===== src/rtl/keypad_pkg.sv =====
// Shared keypad definitions: phase-counter width, emulator state encoding and
// the key-code to matrix-position table used by the emulator and scanner benches.
package keypad_pkg;

  localparam int unsigned CNT_W = 24;

  typedef enum logic [3:0] {
    ST_IDLE   = 4'b0001,
    ST_BOUNCE = 4'b0010,
    ST_HOLD   = 4'b0100,
    ST_GAP    = 4'b1000
  } state_e;

  typedef struct packed {
    logic [1:0] col;
    logic [1:0] row;
  } key_pos_t;

  // Indexed by hex key code: column index driven low by the scanner, row bit pulled low.
  localparam key_pos_t KEY_MAP [16] = '{
    '{col: 2'd3, row: 2'd1},  // 0
    '{col: 2'd0, row: 2'd0},  // 1
    '{col: 2'd0, row: 2'd1},  // 2
    '{col: 2'd0, row: 2'd2},  // 3
    '{col: 2'd1, row: 2'd0},  // 4
    '{col: 2'd1, row: 2'd1},  // 5
    '{col: 2'd1, row: 2'd2},  // 6
    '{col: 2'd2, row: 2'd0},  // 7
    '{col: 2'd2, row: 2'd1},  // 8
    '{col: 2'd2, row: 2'd2},  // 9
    '{col: 2'd0, row: 2'd3},  // A
    '{col: 2'd1, row: 2'd3},  // B
    '{col: 2'd2, row: 2'd3},  // C
    '{col: 2'd3, row: 2'd3},  // D
    '{col: 2'd3, row: 2'd0},  // E
    '{col: 2'd3, row: 2'd2}   // F
  };

endpackage


===== src/rtl/keypad_code2pos.sv =====
// Combinational decode of a hex key code into its keypad column and row index.
module keypad_code2pos
  import keypad_pkg::*;
(
  input  logic [3:0] code_i,
  output logic [1:0] col_idx_o,
  output logic [1:0] row_idx_o
);

  key_pos_t pos;

  assign pos       = KEY_MAP[code_i];
  assign col_idx_o = pos.col;
  assign row_idx_o = pos.row;

endmodule


===== src/rtl/keypad_emu.sv =====
// Matrix keypad emulator: presses one key per request with a bounce, hold and
// forced-release phase, answering the scanner's column drive on the row lines.
module keypad_emu
  import keypad_pkg::*;
#(
  parameter int unsigned BOUNCE_CYC = 16,
  parameter int unsigned HOLD_CYC   = 8_000_000,
  parameter int unsigned GAP_CYC    = 8_000_000
) (
  input  logic       clk,
  input  logic       rst_n,
  input  logic [3:0] col,
  output logic [3:0] row,
  input  logic       press_valid,
  input  logic [3:0] press_key,
  output logic       press_ready,
  input  logic       cancel,
  output logic       busy,
  output logic       contact,
  output logic       done
);

  localparam logic [CNT_W-1:0] BOUNCE_LAST = CNT_W'((BOUNCE_CYC == 0) ? 0 : BOUNCE_CYC - 1);
  localparam logic [CNT_W-1:0] HOLD_LAST   = CNT_W'(HOLD_CYC - 1);
  localparam logic [CNT_W-1:0] GAP_LAST    = CNT_W'(GAP_CYC - 1);

  state_e           state_q, state_d;
  logic [CNT_W-1:0] cnt_q, cnt_d;
  logic [1:0]       tcol_q, tcol_d;
  logic [1:0]       trow_q, trow_d;
  logic [1:0]       dec_col, dec_row;
  logic             contact_q, contact_d;
  logic             done_q, done_d;
  logic             busy_q, ready_q;
  logic [3:0]       row_q, row_d;

  keypad_code2pos u_code2pos (
    .code_i    (press_key),
    .col_idx_o (dec_col),
    .row_idx_o (dec_row)
  );

  // NOTE: every always_comb output gets a default first so no path leaves it
  // unassigned; otherwise synthesis infers a latch.
  always_comb begin
    state_d = state_q;
    cnt_d   = cnt_q + 1'b1;
    tcol_d  = tcol_q;
    trow_d  = trow_q;
    unique case (state_q)
      ST_IDLE: begin
        cnt_d = '0;
        if (press_valid && ready_q) begin
          tcol_d  = dec_col;
          trow_d  = dec_row;
          state_d = (BOUNCE_CYC == 0) ? ST_HOLD : ST_BOUNCE;
        end
      end
      ST_BOUNCE: begin
        if (cancel) begin
          state_d = ST_GAP;
          cnt_d   = '0;
        end else if (cnt_q == BOUNCE_LAST) begin
          state_d = ST_HOLD;
          cnt_d   = '0;
        end
      end
      ST_HOLD: begin
        if (cancel || cnt_q == HOLD_LAST) begin
          state_d = ST_GAP;
          cnt_d   = '0;
        end
      end
      ST_GAP: begin
        if (cnt_q == GAP_LAST) begin
          state_d = ST_IDLE;
          cnt_d   = '0;
        end
      end
      default: begin
        state_d = ST_IDLE;
        cnt_d   = '0;
      end
    endcase
  end

  // Outputs are derived from the next state so the registered copies line up
  // with state_q/cnt_q in the same cycle.
  assign contact_d = (state_d == ST_HOLD) || (state_d == ST_BOUNCE && cnt_d[2]);
  assign done_d    = (state_d == ST_GAP) && (cnt_d == GAP_LAST);

  always_comb begin
    row_d = 4'hF;
    if (contact_q && !col[tcol_q]) row_d[trow_q] = 1'b0;
  end

  // NOTE: sequential state uses non-blocking assignments so every register
  // samples pre-edge values regardless of statement order.
  always_ff @(posedge clk or negedge rst_n) begin
    if (!rst_n) begin
      state_q   <= ST_IDLE;
      cnt_q     <= '0;
      tcol_q    <= '0;
      trow_q    <= '0;
      contact_q <= 1'b0;
      done_q    <= 1'b0;
      busy_q    <= 1'b0;
      ready_q   <= 1'b1;
      row_q     <= 4'hF;
    end else begin
      state_q   <= state_d;
      cnt_q     <= cnt_d;
      tcol_q    <= tcol_d;
      trow_q    <= trow_d;
      contact_q <= contact_d;
      done_q    <= done_d;
      busy_q    <= (state_d != ST_IDLE);
      ready_q   <= (state_d == ST_IDLE);
      row_q     <= row_d;
    end
  end

  assign row         = row_q;
  assign contact     = contact_q;
  assign done        = done_q;
  assign busy        = busy_q;
  assign press_ready = ready_q;

endmodule


===== config.mk =====
export PLATFORM = sky130hd
export DESIGN_NAME = keypad_emu
export DESIGN_NICKNAME = d
export VERILOG_FILES = /design/src/rtl/keypad_pkg.sv /design/src/rtl/keypad_code2pos.sv /design/src/rtl/keypad_emu.sv
export SDC_FILE = /design/constraint.sdc
export NUM_CORES = 1
export LEC_CHECK = 0
export CELL_PAD_IN_SITES_DETAIL_PLACEMENT = 1
export CELL_PAD_IN_SITES_GLOBAL_PLACEMENT = 1
export CORE_MARGIN = 2
export CORE_UTILIZATION = 47
export CTS_CLUSTER_DIAMETER = 30
export CTS_CLUSTER_SIZE = 8
export DETAILED_ROUTE_END_ITERATION = 10
export PLACE_DENSITY = 0.92
export RECOVER_POWER = 25
export SLEW_MARGIN = 20
export SYNTH_ARGS = -nofsm -noshare
export SYNTH_HDL_FRONTEND = slang
export SYNTH_SLANG_ARGS = --single-unit

===== constraint.sdc =====
create_clock -name clk -period 4.1 [get_ports clk]
set_clock_uncertainty 0.15 [all_clocks]
set_input_delay 0.615 -clock clk [delete_from_list [all_inputs] [get_ports clk]]
set_output_delay 0.615 -clock clk [all_outputs]
set_load 0.02 [all_outputs]

Word level (Yosys, flattened, before mapping)
Memory sizes are Yosys's and may differ from the RTL's. A register that Yosys moved wholly into a read port is not among the register bits.
Cells that the tools add are included.
{ "totals": {"output_inout_bits": 8, "wordCells": 52, "mem_count": 1, "mem_bits_ro": 64, "reg_bits": 36} }
{ "memory_table": {"columns": ["memory", "words", "word_bits", "read_ports", "rd_clocked_by_memory_dff", "write_ports", "line", "text"], "rows": [
  ["(no name shown)", 16, 4, 1, 1, 0, "keypad_code2pos.sv:12", "assign pos = KEY_MAP[code_i];"]
]} }
{ "op_classes": {"n_bitwise": 2, "n_eq_ne": 12, "reduce_logical": 10, "n_mux": 16, "addsub": 1, "n_lt_le_gt_ge": 3} }
{ "op_table": {"columns": ["op", "n"], "rows": [
  ["$mux W24", 4],
  ["$pmux W24 S3", 1],
  ["$eq A24 B23 Y1 const B", 2],
  ["$add A24 B1 Y24 const B", 1],
  ["$eq A24 B4 Y1 const B", 1],
  ["$mux W4", 6],
  ["$pmux W4 S4", 1],
  ["$eq A4 B1 Y1 const B", 2],
  ["$eq A4 B2 Y1 const B", 2],
  ["$eq A4 B3 Y1 const B", 2],
  ["$eq A4 B4 Y1 const B", 2],
  ["$lt A2 B3 Y1 const B", 2],
  ["$logic_and A1 B1 Y1", 5],
  ["$not A4 Y5", 1],
  ["$ne A4 B1 Y1 const B", 1],
  ["$not A4 Y4", 1],
  ["$bmux W1 S2", 1],
  ["$demux W1 S2", 1],
  ["$ge A2 B1 Y1 const B", 1],
  ["$logic_not A1 Y1", 2],
  ["$logic_or A1 B1 Y1", 2],
  ["$mux W1", 2],
  ["$reduce_and A2 Y1", 1]
]} }

Longest topological paths before layout
Gate-level depths: netlist (run 1).
{ "depth": {"depth_word": 7, "ltp_mapped": 8} }

Cells and area by module
From an unflattened synthesis (run 1), not the netlist that was laid out.
{ "hier_totals": {"cells_unflattened": 255, "hier_area_um2": 2387.3} }
{ "modules_own_cells": {"columns": ["module", "area_each_um2", "seq_area_each_um2", "instances", "cells_per_inst"], "rows": [
  ["keypad_emu", 2239.6, 1008.5, 1, 233],
  ["keypad_code2pos", 147.6, 0.0, 1, 22]
]} }

Worst setup path after synthesis (run 1)
OpenSTA, ideal clock, no wires.
{ "synth_path": {"path_type": "input -> register", "startpoint": "in cancel", "endpoint": "reg done_q, in the netlist done", "t_arrival_ns": 1.966, "n_path_buf": 0, "slack_ns": 1.888, "required_time_ns": 3.854, "stages": 5, "cell_sequence": "or3b_1 > a211o_1 > o22a_2 > or3_1 > nor4_2"} }
{ "synth_via": {"elab_chain_cells": 5, "elab_cells_between_ends": 10, "classes_between": "eq/ne (2); mux (6); reduce/logical (2)"} }
{ "synth_lines": {"columns": ["element", "line", "text"], "rows": [
  ["start: declaration", "keypad_emu.sv:17", "input logic cancel,"],
  ["$logic_or A1 B1 Y1", "keypad_emu.sv:69", "if (cancel || cnt_q == HOLD_LAST) begin"],
  ["$mux W24 or $mux W4 (tied branches)", "keypad_emu.sv:69", null],
  ["$pmux W24 S3 or $pmux W4 S4 (tied branches)", "keypad_emu.sv:50", "unique case (state_q)"],
  ["$eq A24 B23 Y1 or $eq A4 B4 Y1 (tied branches)", "keypad_emu.sv:90", "assign done_d = (state_d == ST_GAP) && (cnt_d == GAP_LAST);"],
  ["$logic_and A1 B1 Y1 *", "keypad_emu.sv:90", null],
  ["named net done_d", "keypad_emu.sv:33", "logic done_q, done_d;"],
  ["end signal: assignment", "keypad_emu.sv:116", "done_q <= done_d;"],
  ["end: declaration", "keypad_emu.sv:33", null]
]} }
The timed path passes the listed nets; every way through them passes the cells marked *.

Final worst setup path (run 1)
{ "layout_path": {"startpoint": "reg cnt_q[5]", "endpoint": "reg done_q, in the netlist done"} }
{ "layout_via": {"elab_chain_cells": 6, "elab_cells_between_ends": 17, "classes_between": "add/sub (1); eq/ne (4); mux (10); reduce/logical (2)"} }
{ "layout_lines": {"columns": ["element", "line", "text"], "rows": [
  ["start: declaration", "keypad_emu.sv:28", "logic [CNT_W-1:0] cnt_q, cnt_d;"],
  ["start signal: assignment", "keypad_emu.sv:112", "cnt_q <= cnt_d;"],
  ["$add A24 B1 Y24 (tied with other cells)", "keypad_emu.sv:47", "cnt_d = cnt_q + 1'b1;"],
  ["$mux W24 (tied with other cells)", "keypad_emu.sv:63", "end else if (cnt_q == BOUNCE_LAST) begin"],
  ["$mux W24 (tied with other cells)", "keypad_emu.sv:60", "if (cancel) begin"],
  ["$pmux W24 S3 or $pmux W4 S4 (tied branches)", "keypad_emu.sv:50", null],
  ["$eq A24 B23 Y1 or $eq A4 B4 Y1 (tied branches)", "keypad_emu.sv:90", null],
  ["$logic_and A1 B1 Y1 *", "keypad_emu.sv:90", null],
  ["named net done_d", "keypad_emu.sv:33", null]
]} }
Marks and branches as above.

==> results of run 1 <==
## flip-flops by register name, summed over array words and instances (netlist names)
signal,flops
tcol_q,2
done,1
busy,1
press_ready,1
state_q,4
cnt_q,24
contact,1
trow_q,2
row,4
## path summary, 6_finish.rpt
kind / startpoint / end / slack (ps) / cells after the start
worst max-delay path: cnt_q[5] / done / 1230 / 6
worst min-delay path: trow_q[1] / row[2] / 330 / 1
worst max register to register: cnt_q[5] / done / 1230 / 6
worst min register to register: trow_q[1] / row[2] / 330 / 1
max in group asynchronous: rst_n / state_q[2] / 1850 / 1
min in group asynchronous: rst_n / cnt_q[10] / 760 / 1
## layout make-up
class                      instances  area, um^2  share of cell area, %
clock buffer                       6        82.6                   3.19
sequential                        40        1010                   38.9
clock inverter                     2        10.0                  0.386
timing repair buffer              19         184                   7.09
inverter                           6        22.5                  0.869
tap                               67        83.8                   3.23
multi-input combinational        192        1200                   46.3
## cells by family (layout without fill, tap and decap cells)
group	after synthesis	count (layout)	synth area share, %
mux	4	4	2.39
flops	40	40	43.7
xor+xnor	24	24	9.12
compound gates	32	32	8.68
simple gates	130	130	30.9
fa+ha+maj	2	2	0.977
buf+inv	22	33	4.18
## synthesized netlist by cell type, types with 2 or more instances
master	n
and4_1	2
nand3_1	13
nand2_1	18
a21oi_1	7
buf_2	8
nor3_1	8
a21o_1	2
nand4_1	8
or3b_1	2
o22ai_1	4
and3_1	4
nand3b_1	2
nor4_1	7
o21ai_0	9
dfstp_2	6
inv_1	6
nor2b_1	10
clkbuf_1	7
xor2_1	15
or3_1	4
a31oi_1	2
xnor2_1	9
nor2_1	38
dfrtp_1	34
nand2b_1	3
## through the flow
step	util, %	std cells	setup WS [ps]
3_5_place_dp	53.0	324	1040
5_1_grt	54.9	332	982
6_report	54.9	332	1230
4_1_cts	54.9	332	1270
2_1_floorplan	-	254	1890
3_3_place_gp	53.0	324	1140
## power by group through the flow
stage | Combinational, W | Sequential (W) | Clock, W
floorplan | 0.000118 | 0.000476 | 0
global placement | 0.000160 | 0.000490 | 0
detailed placement | 0.000169 | 0.000493 | 0
CTS | 0.000171 | 0.000485 | 0.000280
global route | 0.000188 | 0.000492 | 0.000302
finish | 0.000168 | 0.000485 | 0.000275
## per-layer routing
layer  part of all wire (%)  up-vias  GRT usage, %
li1                       -      902             -
met1                     44      966          31.8
met2                     51       45          40.5
met3                    3.3        7          4.74
met4                    1.3        0          9.49
met5                      0        -             0
==> key figures, run 1 <==
Timing
  – Highest clock rate: 349 MHz
  – Hold_ws: 325 ps
  – Minimum clock period: 2870 ps
  – Final Hold Viols: 0
  – RSZ-0062 raised after global routing: no
  – Setup TNS: 0 ps
  – Final worst path period share: 69.9%
  – Max-slew violation count: 41
  – Slew margin rel.: -39.1%
  – Endpoints failing setup: 0
  – Worst Max-Slew Pin Slew: 2090 ps

Clock tree
  – # resized after CTS: 0
  – CTS tree: done
  – H-tree levels: 2
  – Clock Latency Late Sink: 300 ps
  – Postcts setup bufs: 0
  – Worst-path clk slew: 80 ps
  – Clk sinks: 40
  – Cts hold-fix bufs: 0
  – Clk Tree Root Cell: clkbuf_8
  – CTS Buf Count: 5
  – Bufs on Longest Clock Path: 2

Drt
  – Final WL: 6020 um
  – Drt via density: 5.78
  – Drt pass-1 iters: 4
  – Iter 0 DRT Violations: 90
  – Remaining antenna violation count after routing: 0
  – DRC violations left: 0
  – Wirelength per Cell: 18.1 um
  – Via count: 1920

Layout
  – Final instance area: roughly 0.0026 mm^2
  – Fill cells: around 560
  – Area Growth Syn to Fin: 12.4%
  – Nets: ~280
  – Most common cell after layout, fill and taps aside: nor2_1
  – Inserted Diodes: 0
  – Fraction of final layout cells sized beyond drive strength 1: ~8.7%
  – Most frequent cells in the layout: nor2_1 (38), dfrtp_1 (34), nand2_1 (18), clkdlybuf4s50_1 (18), xor2_1 (15)

Critical path
  – Critical Path Start Type: register
  – Worst path buffer plus inverter count: 0
  – CP cell instances: nand3_2, nor4b_2, nand2_1, xor2_1, nand4b_1, nor4_2
  – Crit-path leading delay family: simple AND/OR/NAND/NOR gates
  – Crit-path max cell delay: 940 ps
  – CP Class: register to register
  – Endpoint type of the worst setup path: register
  – Worst path slowest cell: nor4b_2
  – Arrival time worst endpoint: 2920 ps
  – Critical Path RT: 4150 ps
  – CP max FO: 11

Floorplanning
  – Starting Density: 48.8%
  – Core Region: 0.00472 mm^2
  – FP Rows: 25
  – Die width: 74.0 um
  – Top Ports: 20
  – Die Ht: about 74 um
  – Area of the die: 0.00548 mm^2

Power
  – Net load switching power: 0.000280 W
  – Net Sw Frac: slightly above 30%
  – Comb pwr share: between 10% and 20%
  – Power Dens Cells: 358 mW/mm^2
  – Worst VDD drop: about 0.17 mV
  – Pint: around 0.00065 W
  – Leak pwr: 1.01 nW
  – Sequential share of power: 52.3%
  – Design Power: 0.000928 W
  – Clock share of power: 29.7%

Synthesis
  – Yosys cell types: 51
  – Cell Area, Synth: between 0.002 and 0.0025 mm^2
  – Cells after Synth: 254
  – FF+latch count, synth: 40
  – Total of warnings raised by yosys: 0
  – Mapped Nets: around 270
  – Share of flip-flops with an asynchronous set or reset: 100%
  – Synth Flop Type: dfrtp_1
  – Most area-hungry cell type in the Yosys netlist: dfrtp_1
  – Largest cells by area after synthesis: dfrtp_1 (37%), dfstp_2 (6.8%), nor2_1 (6.2%)
  – Area share of the largest cell type after synthesis: 36.9%
  – Register area share after synthesis: 43.7%
  – Post-synth EDFFs: 0
  – Avg Cell Area, Syn: 9.08 um^2

Run
  – Max_cap viols: 1

Global route
  – Vias in the first global route: 2041
  – Largest net degree at the start of global routing: 41
  – Antenna violations before repair: 0
  – First-pass GRT wire length: 10200 um
  – Grt ovf: 0
  – Tot GR Track Use: 24.5%

Run status
  – Violated checks: max-capacitance violations, max-slew violations
  – Outcome: finished with violations

Placement
  – DP Area: 0.00250 mm^2
  – Port Buffer Count: 19
  – GPL Wtd Cong: 0.867
  – Post-DP HPWL: 4130 um

Worst hold path
  – HP Class: register to register
No activity file was read; power rests on OpenSTA's default activity.
==> inputs of run 2 (changes only) <==
Settings changed: CORE_UTILIZATION 47 to 40, PLACE_DENSITY 0.92 to 0.84.
Clock period 4.1 ns to 2.6 ns, I/O delays scaled along.
==> run 2 against run 1 <==
The flow still finishes with violations (max-capacitance violations, max-slew violations). First-iteration DRC count is 53% higher. Largest power group unchanged. Clock power is 85% higher. Sequential power increased by 58%. Setup slack worse by 1100 ps. Utilization fell by 6.4 points.
==> key figures, run 2 (synthesized netlist as in run 1, its figures left out) <==
Run status
  – Outcome: finished with violations
  – Violated checks: max-capacitance violations, max-slew violations

Drt
  – Iter 0 DRT Violations: 138 (+53%)
  – Drt via density: 5.54 (-4.2%)
  – Drt pass-1 iters: 4 (unchanged)
  – Final WL: 5690 um (-5.5%)
  – Remaining antenna violation count after routing: 0 (unchanged)
  – Wirelength per Cell: 16.5 um (-9.0%)
  – Via count: 1912 (-0.42%)
  – DRC violations left: 0 (unchanged)

Critical path
  – Worst R2R Path Depth: 6 (unchanged)
  – Worst path slowest cell: nor3_1
  – CP Class: register to register
  – Crit-path leading delay family: simple AND/OR/NAND/NOR gates
  – Critical Path RT: 2640 ps (-1510 ps)
  – End of the worst register-to-register path: done
  – Crit-path max cell delay: 510 ps (-430 ps)
  – FF-to-FF Start: cnt_q[12]
  – Worst reg2reg setup slack: 170 ps (-1060 ps)
  – Arrival time worst endpoint: 2470 ps (-450 ps)
  – Worst path buffer plus inverter count: 0 (unchanged)
  – CP max FO: 6 (-5)
  – Endpoint type of the worst setup path: register
  – Critical Path Start Type: register
  – CP cell instances: nand4_1, nor3_1, nand3_1, xor2_1, or3_1, nor4_2

Layout
  – Area Growth Syn to Fin: 16.5%
  – Max FFs per register: 24 (unchanged)
  – Most frequent cells in the layout: nor2_1 (37), dfrtp_1 (34), nand2_1 (18), clkdlybuf4s50_1 (18), xor2_1 (14)
  – Fill cells: 656 (+18%)
  – Nets: 285 (+2.9%)
  – Inserted Diodes: 0 (unchanged)
  – Fraction of final layout cells sized beyond drive strength 1: 12.1% (+3.4 points)
  – Largest Register: cnt_q
  – Most common cell after layout, fill and taps aside: nor2_1
  – Finished Layout Cells: 345 (+3.9%)

Power
  – Power Dens Cells: 573 mW/mm^2 (+60%)
  – Leak pwr: 1.06 nW (+4.4%)
  – Worst VDD drop: 0.292 mV (+69%)
  – Design Power: 0.00154 W (+66%)

Clock tree
  – CTS tree: done
  – CTS Buf Count: 5 (unchanged)
  – Bufs on Longest Clock Path: 2 (unchanged)
  – Clock Latency Late Sink: 300 ps (about the same)
  – Worst-path clk slew: 80 ps (about the same)
  – Clk Tree Root Cell: clkbuf_8
  – Cts hold-fix bufs: 0 (unchanged)
  – Clk sinks: 40 (unchanged)
  – H-tree levels: 2 (unchanged)

Worst hold path
  – Min-delay src: trow_q[1]
  – Depth of the worst hold-timing path: 1 (unchanged)
  – HP Class: register to register
  – Worst Hold End: row[2]

Timing
  – Highest clock rate: 411 MHz (+18%)
  – Final worst slack: 169 ps (-1060 ps)
  – Minimum clock period: 2430 ps (-436 ps)
  – Final Hold Viols: 0 (unchanged)
  – Slew margin rel.: -41.3% (-2.1 points)
  – RSZ-0062 raised after global routing: no
  – Max-slew violation count: 41 (unchanged)
  – Worst Max-Slew Pin Slew: 2120 ps (+32.2 ps)
  – Setup TNS: 0 ps (unchanged)
  – Final worst path period share: 93.5% (+24 points)
  – Endpoints failing setup: 0 (unchanged)

Global route
  – Tot GR Track Use: 20.0% (-4.5 points)
  – Met1 GRT Util: 25.6% (-6.2 points)
  – Vias in the first global route: 2031 (-0.49%)
  – First-pass GRT wire length: 9840 um (-3.3%)
  – Largest net degree at the start of global routing: 41 (unchanged)
  – Antenna violations before repair: 0 (unchanged)
  – Met2 GRT Util: 32.8% (-7.7 points)
  – Grt met3 use: 4.86% (+0.12 points)
  – Top Usage Layer GRT: met2
  – Grt ovf: 0 (unchanged)

Floorplanning
  – Starting Density: 41.6% (-7.2 points)
  – Die width: 79.9 um (+7.9%)
  – Core Region: 0.00554 mm^2 (+17%)
  – Die Ht: 79.9 um (+7.9%)
  – FP Rows: 27 (+8.0%)
  – Area of the die: 0.00639 mm^2 (+17%)
  – Top Ports: 20 (unchanged)

Placement
  – GPL Wtd Cong: 0.824 (-5.0%)
  – Post-Place Cells: 337 (+4.0%)
  – Port Buffer Count: 19 (unchanged)
  – Post-DP HPWL: 4140 um (+0.20%)
  – Post-place setup slack: 68.1 ps (-975 ps)

Run
  – Max_cap viols: 1 (unchanged)
==> run 2: power breakdown <==
part           switching [W]  internal, W
sequential         0.0000726     0.000692
combinational       0.000147     0.000121
clock               0.000224     0.000284
total               0.000444      0.00110
==> run 2: per-layer routing <==
layer | share of wire, % | routed length [um]
met5 | 0 | 0
met4 | 1.5 | 86
met3 | 3.4 | 191
met2 | 48 | 2730
met1 | 47 | 2680
==> run 2: timing repair <==
item / in CTS / in global routing
endpoints found under the setup margin: 0 / 1
buffers inserted: 0 / 0
gates resized for setup: 0 / 2
==> run 2: how the worst max path moves through the flow <==
| stage | from | to | cells past startpoint |
|---|---|---|---|
| after global routing | cnt_q[11] | done | 6 |
| final | cnt_q[12] | done | 6 |
| after global placement | cancel | done | 6 |
| after detailed placement | cancel | done | 6 |
| after floorplan | cnt_q[0] | done | 7 |
| after CTS | cnt_q[0] | done | 8 |
==> run 2: stage by stage <==
step	hold slack [ps]	utilization [%]	instance area (um^2)
6_report	332	48.5	2690
5_1_grt	368	48.5	2690
2_1_floorplan	-55.6	-	2310
3_5_place_dp	320	46.3	2570
3_3_place_gp	295	46.3	2570
4_1_cts	97.1	48.4	2680
==> run 2: final cells by class <==
| class | instances | area, um^2 | area share, % |
|---|---|---|---|
| Timing Repair Buffer | 27 | 244 | 9.08 |
| Clock buffer | 5 | 68.8 | 2.56 |
| Inverter | 6 | 22.5 | 0.838 |
| Sequential cell | 40 | 1010 | 37.5 |
| Clock inverter | 3 | 42.5 | 1.58 |
| Tap cell | 72 | 90.1 | 3.35 |
| Multi-Input combinational cell | 192 | 1210 | 45.1 |
